$ cat src/rtl/seg7_scan_decoder.sv
// seg7_scan_decoder
//   Recovers hex digits from a scanned, active-low 7-segment bus. The bus is
//   one shared segment pattern plus a one-hot digit select. Each digit has
//   its own stability filter: a pattern is committed only after STABLE
//   consecutive identical samples, and only if it differs from the pattern
//   already committed. Every commit is offered to a single-entry event
//   channel with a valid/ready handshake.
//
//   Optional feature macro: SEG7_DP_EN. When it is defined, a decimal-point
//   input is added. The filter then compares {dp, leds}. The bus also gains
//   dp_out, and upd_flags becomes {dp, pat_err, blank}.
//
// Ports
//   clk          clock, all logic on posedge
//   reset        synchronous, active-high
//   sample_en    leds/dig_sel are valid this cycle
//   dig_sel      one-hot digit select
//   leds         active-low segment pattern (bit 6 = middle ... bit 0 = top)
//   dp           (SEG7_DP_EN only) active-low decimal point
//   hex_out      committed hex per digit, digit d at [4d+3:4d]
//   digit_valid  committed pattern is a hex code
//   blank        committed pattern is all segments off
//   pat_err      committed pattern is neither hex nor blank
//   dp_out       (SEG7_DP_EN only) decimal point of the committed sample
//   sel_err      one-cycle pulse for a sample with a non-one-hot select
//   upd_valid / upd_ready / upd_digit / upd_hex / upd_flags
//                single-entry update-event channel
//   overrun      sticky: a commit found the channel full and was dropped
module seg7_scan_decoder #(
  parameter int NDIG   = 6,
  parameter int STABLE = 3
) (
  input  logic              clk,
  input  logic              reset,
  input  logic              sample_en,
  input  logic [NDIG-1:0]   dig_sel,
  input  logic [6:0]        leds,
`ifdef SEG7_DP_EN
  input  logic              dp,
  output logic [NDIG-1:0]   dp_out,
  output logic [2:0]        upd_flags,
`else
  output logic [1:0]        upd_flags,
`endif
  output logic [4*NDIG-1:0] hex_out,
  output logic [NDIG-1:0]   digit_valid,
  output logic [NDIG-1:0]   blank,
  output logic [NDIG-1:0]   pat_err,
  output logic              sel_err,
  output logic              upd_valid,
  input  logic              upd_ready,
  output logic [2:0]        upd_digit,
  output logic [3:0]        upd_hex,
  output logic              overrun
);

`ifdef SEG7_DP_EN
  localparam int PW = 8;
`else
  localparam int PW = 7;
`endif
  localparam int CW = $clog2(STABLE + 1);
  localparam logic [CW-1:0] STABLE_C = CW'(STABLE);

  logic [PW-1:0] cand      [NDIG];
  logic [CW-1:0] cnt       [NDIG];
  logic [PW-1:0] committed [NDIG];

  logic [PW-1:0] samp;
  logic          sel_one;
  logic          sel_ok;
  logic [2:0]    idx;
  logic [PW-1:0] cur_cand;
  logic [CW-1:0] cur_cnt;
  logic [PW-1:0] cur_comm;
  logic [CW-1:0] cnt_nxt;
  logic          commit;
  logic [4:0]    dec;
  logic          is_blank;
  logic          is_err;

  // Returns {valid, hex}; hex is 0 when the pattern is not a hex code.
  function automatic logic [4:0] seg_decode(input logic [6:0] p);
    case (p)
      7'h40:   return 5'h10;
      7'h79:   return 5'h11;
      7'h24:   return 5'h12;
      7'h30:   return 5'h13;
      7'h19:   return 5'h14;
      7'h12:   return 5'h15;
      7'h02:   return 5'h16;
      7'h78:   return 5'h17;
      7'h00:   return 5'h18;
      7'h10:   return 5'h19;
      7'h08:   return 5'h1A;
      7'h03:   return 5'h1B;
      7'h46:   return 5'h1C;
      7'h21:   return 5'h1D;
      7'h06:   return 5'h1E;
      7'h0E:   return 5'h1F;
      default: return 5'h00;
    endcase
  endfunction

`ifdef SEG7_DP_EN
  assign samp = {dp, leds};
`else
  assign samp = leds;
`endif

  assign sel_one  = ($countones(dig_sel) == 1);
  assign sel_ok   = sample_en && sel_one;
  assign dec      = seg_decode(samp[6:0]);
  assign is_blank = (samp[6:0] == 7'h7F);
  assign is_err   = !dec[4] && !is_blank;

  // Only the selected digit's filter state matters this cycle, so pull it
  // out once and compute its next count / commit decision here.
  always_comb begin
    idx      = '0;
    cur_cand = '1;
    cur_cnt  = '0;
    cur_comm = '1;
    for (int d = 0; d < NDIG; d++) begin
      if (dig_sel[d]) begin
        idx      = 3'(d);
        cur_cand = cand[d];
        cur_cnt  = cnt[d];
        cur_comm = committed[d];
      end
    end
    if (samp == cur_cand)
      cnt_nxt = (cur_cnt == STABLE_C) ? cur_cnt : cur_cnt + CW'(1);
    else
      cnt_nxt = CW'(1);
    commit = sel_ok && (cnt_nxt == STABLE_C) && (samp != cur_comm);
  end

  always_ff @(posedge clk) begin
    if (reset) begin
      for (int d = 0; d < NDIG; d++) begin
        cand[d]      <= '1;
        cnt[d]       <= '0;
        committed[d] <= '1;
      end
      hex_out     <= '0;
      digit_valid <= '0;
      blank       <= '1;
      pat_err     <= '0;
      sel_err     <= 1'b0;
      upd_valid   <= 1'b0;
      upd_digit   <= '0;
      upd_hex     <= '0;
      upd_flags   <= '0;
      overrun     <= 1'b0;
`ifdef SEG7_DP_EN
      dp_out      <= '0;
`endif
    end else begin
      sel_err <= sample_en && !sel_one;

      for (int d = 0; d < NDIG; d++) begin
        if (sel_ok && dig_sel[d]) begin
          // On a match cand is rewritten with the same value.
          cand[d] <= samp;
          cnt[d]  <= cnt_nxt;
          if (commit) begin
            committed[d]       <= samp;
            hex_out[4*d +: 4]  <= dec[3:0];
            digit_valid[d]     <= dec[4];
            blank[d]           <= is_blank;
            pat_err[d]         <= is_err;
`ifdef SEG7_DP_EN
            dp_out[d]          <= ~samp[7];
`endif
          end
        end
      end

      if (upd_valid && upd_ready)
        upd_valid <= 1'b0;

      // A slot being drained this cycle counts as free.
      if (commit) begin
        if (!upd_valid || upd_ready) begin
          upd_valid <= 1'b1;
          upd_digit <= idx;
          upd_hex   <= dec[3:0];
`ifdef SEG7_DP_EN
          upd_flags <= {~samp[7], is_err, is_blank};
`else
          upd_flags <= {is_err, is_blank};
`endif
        end else begin
          overrun <= 1'b1;
        end
      end
    end
  end

endmodule

$ cat config.mk
export PLATFORM = sky130hd
export DESIGN_NAME = seg7_scan_decoder
export DESIGN_NICKNAME = d
export VERILOG_FILES = /design/src/rtl/seg7_scan_decoder.sv
export SDC_FILE = /design/constraint.sdc
export NUM_CORES = 1
export LEC_CHECK = 0
export ABC_CLOCK_PERIOD_IN_PS = 8200
export CORE_AREA = 3 3 131 133
export CTS_BUF_LIST = sky130_fd_sc_hd__clkbuf_4
export DETAILED_ROUTE_END_ITERATION = 10
export DIE_AREA = 0 0 134 136
export PLACE_DENSITY_LB_ADDON = 0.1
export SYNTH_ARGS = -nofsm -noshare
export SYNTH_HDL_FRONTEND = slang
export SYNTH_SLANG_ARGS = --single-unit
export TNS_END_PERCENT = 1
$ cat constraint.sdc
create_clock -name clk -period 8.2 [get_ports clk]
set_input_delay 1.23 -clock clk [delete_from_list [all_inputs] [get_ports clk]]
set_output_delay 1.23 -clock clk [all_outputs]
set_load 0.02 [all_outputs]
== Word level (Yosys, flattened, before mapping) ==
Memory sizes are Yosys's and may differ from the RTL's.
Index checks and enable logic that the tools add are counted.

* Register bits: 54
* Memory bits (writable): 96
* Logic and storage cells: 191
* Bits of input ports: 17
* Output and inout port bits: 54
* Memories kept: 3

* Mux-type cells: 86
* Bitwise gates (word level): 19
* Add/sub/neg operators: 6
* Equal/unequal tests: 21
* Reduce and logical (&&, ||, !) cells: 26

{| class="wikitable"
|+ Memory list
! memory !! depth !! width !! read ports !! clocked after memory_dff !! write ports !! line !! source
|-
| cand || 6 || 7 || 6 || 0 || 6 || 65 || <nowiki>logic [PW-1:0] cand [NDIG];</nowiki>
|-
| committed || 6 || 7 || 6 || 0 || 6 || 67 || <nowiki>logic [PW-1:0] committed [NDIG];</nowiki>
|-
| cnt || 6 || 2 || 6 || 0 || 6 || 66 || <nowiki>logic [CW-1:0] cnt [NDIG];</nowiki>
|}

{| class="wikitable"
|+ Operators with widths
! kind !! count
|-
| 7-bit 2-to-1 mux || 24
|-
| 5-bit case mux with 16 select lines || 1
|-
| 1-bit 2-to-1 mux || 43
|-
| 7-bit equality test, second input constant || 5
|-
| 2-bit 2-to-1 mux || 14
|-
| 7-bit by 5-bit equality test with 1-bit output, second input constant || 3
|-
| 7-bit by 6-bit equality test with 1-bit output, second input constant || 3
|-
| 1-bit OR || 18
|-
| 2-bit AND reduction || 8
|-
| 7-bit by 2-bit equality test with 1-bit output, second input constant || 2
|-
| 7-bit by 4-bit equality test with 1-bit output, second input constant || 2
|-
| 1-bit logical AND || 12
|-
| 3-bit 2-to-1 mux || 4
|-
| 7-bit by 3-bit equality test with 1-bit output, second input constant || 1
|-
| 7-bit equality test || 1
|-
| 7-bit zero test || 1
|-
| 7-bit inequality test || 1
|-
| 1-bit by 1-bit adder with 2-bit output || 3
|-
| 3-bit by 2-bit adder with 4-bit output || 1
|-
| 2-bit equality test, second input constant || 2
|-
| 4-bit by 1-bit equality test with 1-bit output, second input constant || 1
|-
| 1-bit zero test || 4
|-
| 2-bit by 2-bit adder with 3-bit output || 1
|-
| 2-bit by 1-bit adder with 2-bit output, second input constant || 1
|-
| 2 further kinds || 2
|}

== Depth between registers and ports, before layout ==
An unclocked memory read counts as a cell.

* Word-level depth: 18
* Mapped depth: 15
* Mapped depth without buffers: 13

== Least setup slack after synthesis ==
OpenSTA, ideal clock, no wires.

* Kind: input port to flip-flop
* Start: input dig_sel[5]
* End: memory committed[0][4] (data pin)
* Cell stages on the path: 15
* Path buffers: 4
* Required time: 7.926 ns
* Data arrival time: 4.311 ns
* Library setup time: 0.274 ns
* Path slack: 3.614 ns
* Cells stage by stage: buf_2 > clkinv_1 > clkbuf_1 > fa_1 > inv_1 > ha_1 > inv_1 > fa_1 > nand3_1 > nor2_1 > and2_1 > o2111a_2 > buf_4 > buf_6 > nand3_1

{| class="wikitable"
|+ RTL lines
! what !! line !! source
|-
| start: declaration || 36 || <nowiki>input logic [NDIG-1:0] dig_sel,</nowiki>
|-
| end: declaration || 67 ||
|}

==> flow_summary_export.csv <==
group,metric,value,unit
outcome,status,"completed",
critical_path,critical-path-max-stage-delay,1.02,ns
die,die_w,134,microns
critical_path,reg2reg_to,"committed[2][3]",
final_layout,diodes,0,
die,die_height,136,microns
critical_path,crit_arrival,5.91,ns
final_layout,final_common_cell,"edfxtp_1",
drt,via_per_inst,5.99,
critical_path,path_class,"primary input to register",
global_route,grt-busiest-layer,"met2",
worst_hold_path,min_path_type,"register to register",
global_route,gr-usage-met2,0.360,
synthesis,ys.flop_type,"edfxtp_1",
power_and_ir_drop,p_leak,2.73,nW
synthesis,synthCells,690,
placement,dpl_cell_area,0.00807,sq mm
worst_hold_path,hold_depth,1,
drt,avgRoutedWirePerCell,22.0,microns
sta,max_freq,177,MHz
final_layout,final_nets,757,
critical_path,required,8.48,ns
synthesis,synth.distinct_cells,71,
sta,rsz0062_at_grt,"false",
critical_path,cp-start-kind,"primary input",
die,rows,46,
drt,drc,0,
critical_path,critPathBufInv,5,
clock_network,clock_sinks,150,
sta,tightest_slew,1.13,ns
clock_network,cts_setup_buffers,0,
critical_path,critPathLaunch,"dig_sel[5]",
clock_network,cts_buffer_depth,2,
drt,detail_route.iter0.violations,604,
global_route,grt_pass1_vias,5734,
placement,hpwl,14.6,mm
final_layout,drive_gt1_frac,0.113,
placement,dp_cells,933,
power_and_ir_drop,powerDensity,178,mW/mm^2
sta,slew-limit-headroom,0.241,
sta,worst_slack,2.56,ns
drt,ant_nets,0,
synthesis,async_flop_share,0,
die,die_area,0.0182,sq mm
power_and_ir_drop,max-vdd-ir-drop,0.122,mV
synthesis,synth_seq_cells,150,
clock_network,clock_latency,0.58,ns
sta,skew,0.0192,ns
synthesis,synth-edff-count,96,
flow_run,cap_violations,0,
critical_path,path_cells,"clkdlybuf4s50_1 > clkinv_1 > fa_1 > inv_1 > ha_1 > inv_1 > fa_1 > nand3_1 > nor2_1 > and2_1 > o2111a_2 > a21oi_4 > inv_1",
sta,fin_crit,5.64,ns
critical_path,cp_num_cells,13,
drt,totalWireLength,21.3,mm
die,start_util,0.454,
clock_network,cts.clk_slew.worst_paths,0.14,ns
drt,vias,5778,
critical_path,timing.critical_path.to,"committed[2][3]",
critical_path,crit_family,"buffers and inverters",
placement,pre_cts_ws,2.02,ns
sta,hold_slack,0.481,ns
final_layout,final_cell_area,0.00836,sq mm
synthesis,postSynthAreaPerCell,10.5,sq um
critical_path,r2r_slack,4.70,ns
synthesis,ys_seq_area_frac,0.548,
global_route,globalRouteOverflowTotal,0,
sta,drv_slew,0,
final_layout,final_cell_mix,"edfxtp_1, clkdlybuf4s50_1, nand2_1, dfxtp_1, nor2_1",
clock_network,numCtsBuffers,17,
synthesis,yosys_warnings,0,
critical_path,worst_setup_path_end_kind,"register",
placement,gp_congestion,0.867,
final_layout,final_util,0.524,
placement,portBuffers,70,
drt,dr.pass1.iters,6,
global_route,met1_usage,0.330,
final_layout,final-instance-count-excl-fill,965,
clock_network,htreeDepth,4,
die,ios,71,
critical_path,critPathMaxFanout,34,
sta,finalSetupTns,0,ns
global_route,grt.met3_usage,0.0566,
synthesis,synth_area,0.00724,sq mm
final_layout,area_delta_synth_final,15.5,%
die,coreArea,0.0159,sq mm
clock_network,cts_root_buf,"clkbuf_4",
clock_network,cts_hold_buf,0,
clock_network,ctsResizeCount,0,
sta,finalHoldViolations,0,
critical_path,cpMostUsedCell,"inv_1",
critical_path,reg2reg_depth,8,
critical_path,r2r_start,"cand[0][0]",
sta,setup_violations,0,
global_route,grt_pass1_wl,32.9,mm
critical_path,cp_slowest_cell,"clkdlybuf4s50_1",
global_route,grt_usage,0.236,
clock_network,cts_tree,"built",
sta,timing.final.crit_share,0.688,
global_route,grt_max_degree,35,
power_and_ir_drop,p_total,1.49,mW
synthesis,synth_nets,711,
global_route,antenna_found_initial,0,
-- flip-flops by register name (all words and copies together), names as in the netlist --
signal       count
blank            6
cand            42
cnt             12
committed       42
digit_valid      6
hex_out         24
overrun          1
pat_err          6
sel_err          1
upd_digit        3
upd_flags        2
upd_hex          4
upd_valid        1
-- synthesized netlist by cell type (4+ instances only) --
| master | count | area share |
|---|---|---|
| edfxtp_1 | 96 | 0.40 |
| nand2_1 | 59 | 0.031 |
| dfxtp_1 | 54 | 0.15 |
| nor2_1 | 46 | 0.024 |
| clkbuf_1 | 36 | 0.019 |
| inv_1 | 36 | 0.019 |
| or3_1 | 29 | 0.025 |
| a21oi_1 | 25 | 0.017 |
| nand3_1 | 25 | 0.017 |
| or2_2 | 24 | 0.021 |
| a22o_1 | 21 | 0.025 |
| o21ai_0 | 16 | 0.011 |
| nor2b_1 | 14 | 0.012 |
| o22ai_1 | 14 | 0.012 |
| o2bb2ai_1 | 14 | 0.017 |
| nor3b_1 | 13 | 0.013 |
| nand2b_1 | 10 | 0.0086 |
| nor3_1 | 9 | 0.0062 |
| xnor2_1 | 9 | 0.011 |
| buf_1 | 8 | 0.0041 |
| buf_2 | 8 | 0.0055 |
| o31ai_1 | 8 | 0.0083 |
| a211oi_1 | 7 | 0.0073 |
| mux2i_1 | 7 | 0.0097 |
| a22oi_1 | 6 | 0.0062 |
| o221ai_1 | 6 | 0.0073 |
| a31oi_1 | 5 | 0.0043 |
| a21oi_4 | 4 | 0.0090 |
| and3_1 | 4 | 0.0035 |
| o211ai_1 | 4 | 0.0041 |
| or3b_2 | 4 | 0.0048 |
-- layer usage --
layer / vias to the layer above / wire length, microns
li1: 2642 / -
met1: 2847 / 9370
met2: 256 / 9770
met3: 33 / 1620
met4: 0 / 511
met5: - / 0
-- where the power goes --
part / switching [mW] / leakage [nW] / internal (mW) / total, mW
clock network: 0.296 / 0.167 / 0.189 / 0.485
registers: 0.00897 / 1.26 / 0.830 / 0.839
logic: 0.115 / 1.30 / 0.0514 / 0.166
-- worst min-delay path by stage --
stage / start / endpoint / slack [ns]
finish: hex_out[4] / hex_out[4] / 0.48
global placement: hex_out[0] / hex_out[0] / 0.45
floorplan: pat_err[4] / pat_err[4] / 0.53
CTS: hex_out[0] / hex_out[0] / 0.49
global route: hex_out[4] / hex_out[4] / 0.50
detailed placement: hex_out[0] / hex_out[0] / 0.45
-- cells by family (layout without fill, tap and decap cells) --
| group | count (synthesis) | in the layout | synth area share |
|---|---|---|---|
| AND/OR/NAND/NOR | 256 | 256 | 0.187 |
| AO/OA/AOI/OAI | 168 | 168 | 0.178 |
| flip-flops | 150 | 150 | 0.548 |
| buffers and inverters | 92 | 151 | 0.0507 |
| XOR/XNOR | 11 | 11 | 0.0133 |
| multiplexers | 9 | 9 | 0.0128 |
| adder cells (fa/ha/maj) | 4 | 4 | 0.0100 |
-- area by class of cell --
| type | count | area [sq um] |
|---|---|---|
| clock buffer | 17 | 128 |
| clock inverter | 15 | 163 |
| fill | 1455 | 7590 |
| inverter | 38 | 143 |
| multi-input combinational | 448 | 2910 |
| sequential | 150 | 3960 |
| tap | 216 | 270 |
| timing repair buffer | 81 | 783 |
Power figures use the tool's default switching activity.
